<file path="src/rtl/dds_freq_sweep_pkg.sv">
// dds_freq_sweep_pkg: shared sweep state encoding and mode constants
package dds_freq_sweep_pkg;

    typedef enum logic [1:0] {
        SWP_IDLE = 2'd0,
        SWP_UP   = 2'd1,
        SWP_DOWN = 2'd2,
        SWP_HOLD = 2'd3
    } swp_state_t;

    localparam logic MODE_SINGLE = 1'b0;
    localparam logic MODE_TRI    = 1'b1;

endpackage

</file>
<file path="src/rtl/dds_sweep_step.sv">
// dds_sweep_step: one clamped step of the frequency word toward a bound, no wrap-around
module dds_sweep_step #(
    parameter int W = 16
) (
    input  logic [W-1:0] cur,
    input  logic [W-1:0] step,
    input  logic [W-1:0] bound,
    input  logic         dir,
    output logic [W-1:0] nxt,
    output logic         hit
);

    logic [W:0] sum;
    logic [W:0] dif;

    // One extra bit catches overflow upward and borrow downward so both clamp to the bound
    always_comb begin
        sum = {1'b0, cur} + {1'b0, step};
        dif = {1'b0, cur} - {1'b0, step};
        nxt = dir ? ((sum >= {1'b0, bound}) ? bound : sum[W-1:0])
                  : ((dif[W] || dif[W-1:0] <= bound) ? bound : dif[W-1:0]);
        hit = (nxt == bound);
    end

endmodule

</file>
<file path="src/rtl/dds_freq_sweep.sv">
// dds_freq_sweep: single-shot / triangle chirp generator feeding a DDS phase accumulator
module dds_freq_sweep
    import dds_freq_sweep_pkg::*;
#(
    parameter int PHASE_INC_WIDTH = 16,
    parameter int PHASE_ACC_WIDTH = 16,
    parameter int DWELL_WIDTH     = 16
) (
    input  logic                       clk_i,
    input  logic                       rst_ni,
    input  logic                       start_i,
    input  logic                       stop_i,
    input  logic                       mode_i,
    input  logic                       sync_phase_i,
    input  logic [PHASE_INC_WIDTH-1:0] f_start_i,
    input  logic [PHASE_INC_WIDTH-1:0] f_stop_i,
    input  logic [PHASE_INC_WIDTH-1:0] f_step_i,
    input  logic [DWELL_WIDTH-1:0]     dwell_i,
    output logic [PHASE_INC_WIDTH-1:0] phase_inc_o,
    output logic                       phase_inc_ena_o,
    output logic [PHASE_ACC_WIDTH-1:0] phase_load_o,
    output logic                       phase_load_ena_o,
    output logic                       busy_o,
    output logic                       done_o
);

    localparam int W = PHASE_INC_WIDTH;

    swp_state_t           state;
    logic [W-1:0]         cfg_start;
    logic [W-1:0]         cfg_stop;
    logic [W-1:0]         cfg_step;
    logic [DWELL_WIDTH-1:0] cfg_dwell;
    logic                 cfg_mode;
    logic [DWELL_WIDTH-1:0] cnt;
    logic [W-1:0]         hi;
    logic [W-1:0]         lo;
    logic [W-1:0]         bound;
    logic [W-1:0]         nxt;
    logic                 dir;
    logic                 hit;

    assign phase_load_o = '0;

    // Direction of the next step: triangle turns around once an endpoint value has finished its dwell
    always_comb begin
        hi    = (cfg_stop > cfg_start) ? cfg_stop : cfg_start;
        lo    = (cfg_stop > cfg_start) ? cfg_start : cfg_stop;
        dir   = (cfg_mode == MODE_TRI) ? ((state == SWP_UP && phase_inc_o != hi) || (state == SWP_DOWN && phase_inc_o == lo))
                                       : (state == SWP_UP);
        bound = dir ? hi : lo;
    end

    dds_sweep_step #(.W(W)) u_step (
        .cur   (phase_inc_o),
        .step  (cfg_step),
        .bound (bound),
        .dir   (dir),
        .nxt   (nxt),
        .hit   (hit)
    );

    // Sweep FSM with dwell counter, latched configuration and registered outputs
    always_ff @(posedge clk_i) begin
        if (!rst_ni) begin
            state            <= SWP_IDLE;
            cfg_start        <= '0;
            cfg_stop         <= '0;
            cfg_step         <= '0;
            cfg_dwell        <= '0;
            cfg_mode         <= MODE_SINGLE;
            cnt              <= '0;
            phase_inc_o      <= '0;
            phase_inc_ena_o  <= 1'b0;
            phase_load_ena_o <= 1'b0;
            busy_o           <= 1'b0;
            done_o           <= 1'b0;
        end else begin
            phase_load_ena_o <= 1'b0;
            done_o           <= 1'b0;
            if (stop_i) begin
                state           <= SWP_IDLE;
                phase_inc_ena_o <= 1'b0;
                busy_o          <= 1'b0;
            end else if (start_i) begin
                cfg_start        <= f_start_i;
                cfg_stop         <= f_stop_i;
                cfg_step         <= (f_step_i == '0) ? W'(1) : f_step_i;
                cfg_dwell        <= dwell_i;
                cfg_mode         <= mode_i;
                cnt              <= dwell_i;
                phase_inc_o      <= f_start_i;
                phase_inc_ena_o  <= 1'b1;
                phase_load_ena_o <= sync_phase_i;
                if (f_stop_i > f_start_i || (f_stop_i == f_start_i && mode_i == MODE_TRI)) begin
                    state  <= SWP_UP;
                    busy_o <= 1'b1;
                end else if (f_stop_i < f_start_i) begin
                    state  <= SWP_DOWN;
                    busy_o <= 1'b1;
                end else begin
                    state  <= SWP_HOLD;
                    busy_o <= 1'b0;
                    done_o <= 1'b1;
                end
            end else if (state == SWP_UP || state == SWP_DOWN) begin
                if (cnt != '0) begin
                    cnt <= cnt - 1'b1;
                end else begin
                    cnt         <= cfg_dwell;
                    phase_inc_o <= nxt;
                    if (cfg_mode == MODE_SINGLE && hit) begin
                        state  <= SWP_HOLD;
                        busy_o <= 1'b0;
                        done_o <= 1'b1;
                    end else begin
                        state <= dir ? SWP_UP : SWP_DOWN;
                    end
                end
            end
        end
    end

endmodule

</file>
<file path="config.mk">
export PLATFORM = sky130hd
export DESIGN_NAME = dds_freq_sweep
export DESIGN_NICKNAME = d
export VERILOG_FILES = /design/src/rtl/dds_freq_sweep_pkg.sv /design/src/rtl/dds_sweep_step.sv /design/src/rtl/dds_freq_sweep.sv
export SDC_FILE = /design/constraint.sdc
export NUM_CORES = 1
export LEC_CHECK = 0
export ABC_AREA = 1
export BUFFER_PORTS_ARGS = -buffer_cell sky130_fd_sc_hd__buf_2
export CAP_MARGIN = 20
export CORE_MARGIN = 3
export CORE_UTILIZATION = 61
export DETAILED_ROUTE_END_ITERATION = 16
export PLACE_DENSITY = 0.86
export SLEW_MARGIN = 5
export SYNTH_ARGS = -nofsm -noshare
export SYNTH_HDL_FRONTEND = slang
export SYNTH_SLANG_ARGS = --single-unit
</file>
<file path="constraint.sdc">
create_clock -name clk_i -period 6.2 [get_ports clk_i]
set_clock_uncertainty 0.05 [all_clocks]
set_input_delay 1.24 -clock clk_i [delete_from_list [all_inputs] [get_ports clk_i]]
set_output_delay 1.24 -clock clk_i [all_outputs]
set_load 0.05 [all_outputs]
</file>
==> impl_metrics.py <==
metrics = {
    "floorplanning": {
        "start_util": 0.636,
        "die_x_um": 133,
        "ios": 106,
        "core-area_um2": 15500,
        "rows": 45,
        "die-area_um2": 17800,
        "die_h_um": 133,
    },
    "critical_path": {
        "r2r_cells": 45,
        "slowest_delay_ns": 0.38,
        "cp_slowest_cell": "dfxtp_1",
        "arrival_ns": 6.12,
        "path_common_cell": "nand2_1",
        "cp-end-kind": "flop",
        "cp.required_ns": 6.39,
        "crit_type": "flop to flop",
        "cp_max_fo": 14,
        "critPathLaunchType": "flop",
    },
    "synthesis": {
        "yosysMostFrequentCell": "nand2_1",
        "synth_cell_type_count": 46,
        "ys_async_sr_fraction": 0,
        "yosysTopAreaCell": "dfxtp_1",
        "synth_edf_count": 0,
        "synth_area_leaders": "dfxtp_1 21%, nand2_1 14%, ha_1 12%, nand3_1 9.6%, inv_1 7.2%",
        "synthMuxAreaShare": 0.00101,
        "synthTopCellsByCount": "367 x nand2_1, 189 x inv_1, 189 x nand3_1",
        "yosys.area_share.simple": 0.327,
        "syn_area_um2": 9880,
        "synth-xor-area-share": 0.0337,
        "netlist.area_leader.share": 0.209,
        "syn_area_per_cell_um2": 6.23,
        "synth_cells": 1586,
        "yosysSeqAreaShare": 0.209,
        "synth_warnings": 0,
        "synthAdderAreaFrac": 0.126,
        "ys.flop_type": "dfxtp_1",
        "synth_top_family_by_area": "simple AND/OR/NAND/NOR gates",
        "synth_seq_cells": 103,
        "synth-compound-area-share": 0.184,
    },
    "global_routing": {
        "grt_pass1_wl_mm": 53.6,
        "track_usage": 0.372,
        "grt_max_degree": 57,
        "gr-total-overflow": 0,
        "antenna_found_initial": 0,
        "grt_pass1_vias": 10300,
    },
    "clock_tree": {
        "clk_pin_slew_ns": 0.07,
        "cts_inserted_buffers": 9,
        "insertion_delay_ns": 0.36,
        "clock-root-buffer": "clkbuf_16",
        "cts_max_path_buffers": 2,
        "hold_buffers": 0,
        "htree_levels": 3,
        "cts_tree": "done",
        "clkSinkCount": 103,
    },
    "cells_and_area": {
        "seqCellArea_um2": 2060,
        "multi_input_area_um2": 6910,
        "stdcell_area_um2": 11500,
        "final_nets": 1874,
        "layout.cells.non_filler": 1922,
        "fin_util": 0.737,
        "n_antenna_cell": 0,
        "syn_to_final_growth_pct": 15.9,
        "drive_gt1_frac": 0.154,
        "fill_cells": 1375,
    },
    "route": {
        "drcViolationCount": 0,
        "drt_pass1_iterations": 6,
        "vias": 11400,
        "dr.first_iter.drc_count": 1443,
        "drt.antenna.violating_nets": 0,
        "wirelength_mm": 34.5,
        "vias_per_cell": 5.94,
        "routedWlPerCell_um": 17.9,
    },
    "timing": {
        "relSlewSlack": 0.374,
        "max_freq_mhz": 169,
        "tightest_slew_ns": 0.938,
        "fin_crit_sh": 0.957,
        "timing.final.ws_setup_ns": 0.269,
        "hold_viol": 0,
        "setup_viol": 0,
        "min_period_ns": 5.93,
        "slew_viol_final": 0,
    },
    "flow_run": {
        "maxCapViolCount": 0,
    },
    "hold_path": {
        "hold_path_class": "flop to flop",
        "hold_depth": 2,
    },
    "placed_design": {
        "place.gp.congestion": 1.01,
        "placed_cell_area_um2": 10800,
        "post-dp-hpwl_mm": 26.5,
        "place_inst": 1891,
        "port_buffers": 89,
        "dp_slack_ns": 0.0101,
    },
    "power_and_ir_drop": {
        "p_total_mw": 3.45,
        "leakage_nw": 5.74,
        "powerDensity_nw_per_um2": 301,
        "peakVddDrop_uv": 223,
    },
    "run_status": {
        "status": "complete, no violations",
    },
}
## layout make-up
| type | count | area share |
|---|---|---|
| inverter | 195 | 0.0645 |
| timing repair buffer | 174 | 0.103 |
| clock buffer | 10 | 0.0200 |
| sequential | 103 | 0.180 |
| tap | 211 | 0.0230 |
| clock inverter | 6 | 0.00491 |
| timing repair inverter | 1 | 0.000437 |
| multi-input combinational | 1222 | 0.603 |
## worst max-delay path: cells and delay by family, from the launching register on
kind            cells  cell delay [ns]
simple gates       31             3.10
flops               1             0.38
compound gates      3             0.42
fa+ha+maj           2             0.66
buf+inv             9             1.19
## metal layers
metal,vias up,part of all wire,global-route usage,wire (µm)
li1,5463,-,-,-
met1,5155,0.41,0.508,14000
met2,667,0.44,0.585,15200
met3,134,0.11,0.0699,3690
met4,0,0.047,0.142,1610
met5,-,0,0,0
## cells by family (layout without fill, tap and decap cells)
logic type / after synthesis / in the layout
mux: 1 / 1
simple gates: 743 / 745
compound gates: 324 / 324
flops: 103 / 103
other cells: 1 / 16
xor+xnor: 38 / 38
fa+ha+maj: 98 / 98
buf+inv: 278 / 386
## cells in the final DEF, fill, tap and decap left out, types with 3 or more instances in the layout
| master | instances |
|---|---|
| o21ai_1 | 16 |
| nor4_1 | 7 |
| buf_12 | 5 |
| ha_4 | 3 |
| nor2_4 | 3 |
| nand2_1 | 364 |
| buf_2 | 89 |
| nor2_2 | 5 |
| o21bai_1 | 8 |
| nand2_4 | 7 |
| ha_1 | 93 |
| nor2_1 | 121 |
| conb_1 | 16 |
| dfxtp_1 | 101 |
| nand3_1 | 189 |
| inv_2 | 11 |
| xor2_1 | 30 |
| clkbuf_16 | 11 |
| o21ai_4 | 3 |
| o211ai_1 | 27 |
| clkinvlp_4 | 5 |
| nand3b_1 | 8 |
| a21o_1 | 4 |
| nor3_1 | 5 |
| nand2_2 | 11 |
| inv_1 | 181 |
| a211oi_1 | 18 |
| a21oi_1 | 131 |
| xnor2_1 | 8 |
| o21ai_0 | 91 |
| nand4_1 | 14 |
| o21ai_2 | 11 |
| buf_4 | 77 |
## repair_timing
action,in CTS,in global routing
pin swaps,0,11
setup buffers,0,10
setup endpoints to repair,1,18
resized for setup,3,61
cloned,0,5
## worst paths after layout
check	start	end	slack, ns
max	cfg_start[14]	busy_o	0.27
max reg2reg	cfg_start[14]	busy_o	0.27
min reg2reg	phase_inc_ena_o	phase_inc_ena_o	0.44
min	phase_inc_ena_o	phase_inc_ena_o	0.44
## per-stage QoR
| stage | hold slack (ns) | setup TNS (ns) |
|---|---|---|
| after CTS | 0.442 | 0 |
| after global placement | 0.410 | 0 |
| after floorplan | 0.405 | 0 |
| final | 0.442 | 0 |
| after global routing | 0.467 | -0.366 |
| after detailed placement | 0.424 | 0 |
## flip-flops by register name (all words and copies together), names as in the netlist
| signal | count |
|---|---|
| phase_load_ena_o | 1 |
| cfg_mode | 1 |
| cfg_dwell | 16 |
| state | 2 |
| cfg_step | 16 |
| done_o | 1 |
| phase_inc_o | 16 |
| phase_inc_ena_o | 1 |
| busy_o | 1 |
| cfg_stop | 16 |
| cfg_start | 16 |
| cnt | 16 |
## power by group
part	leakage, nW	switching [mW]	internal, mW
logic	4.76	1.33	0.802
clock network	0.128	0.275	0.278
registers	0.849	0.0579	0.710
(Power assumes the default switching activity.)
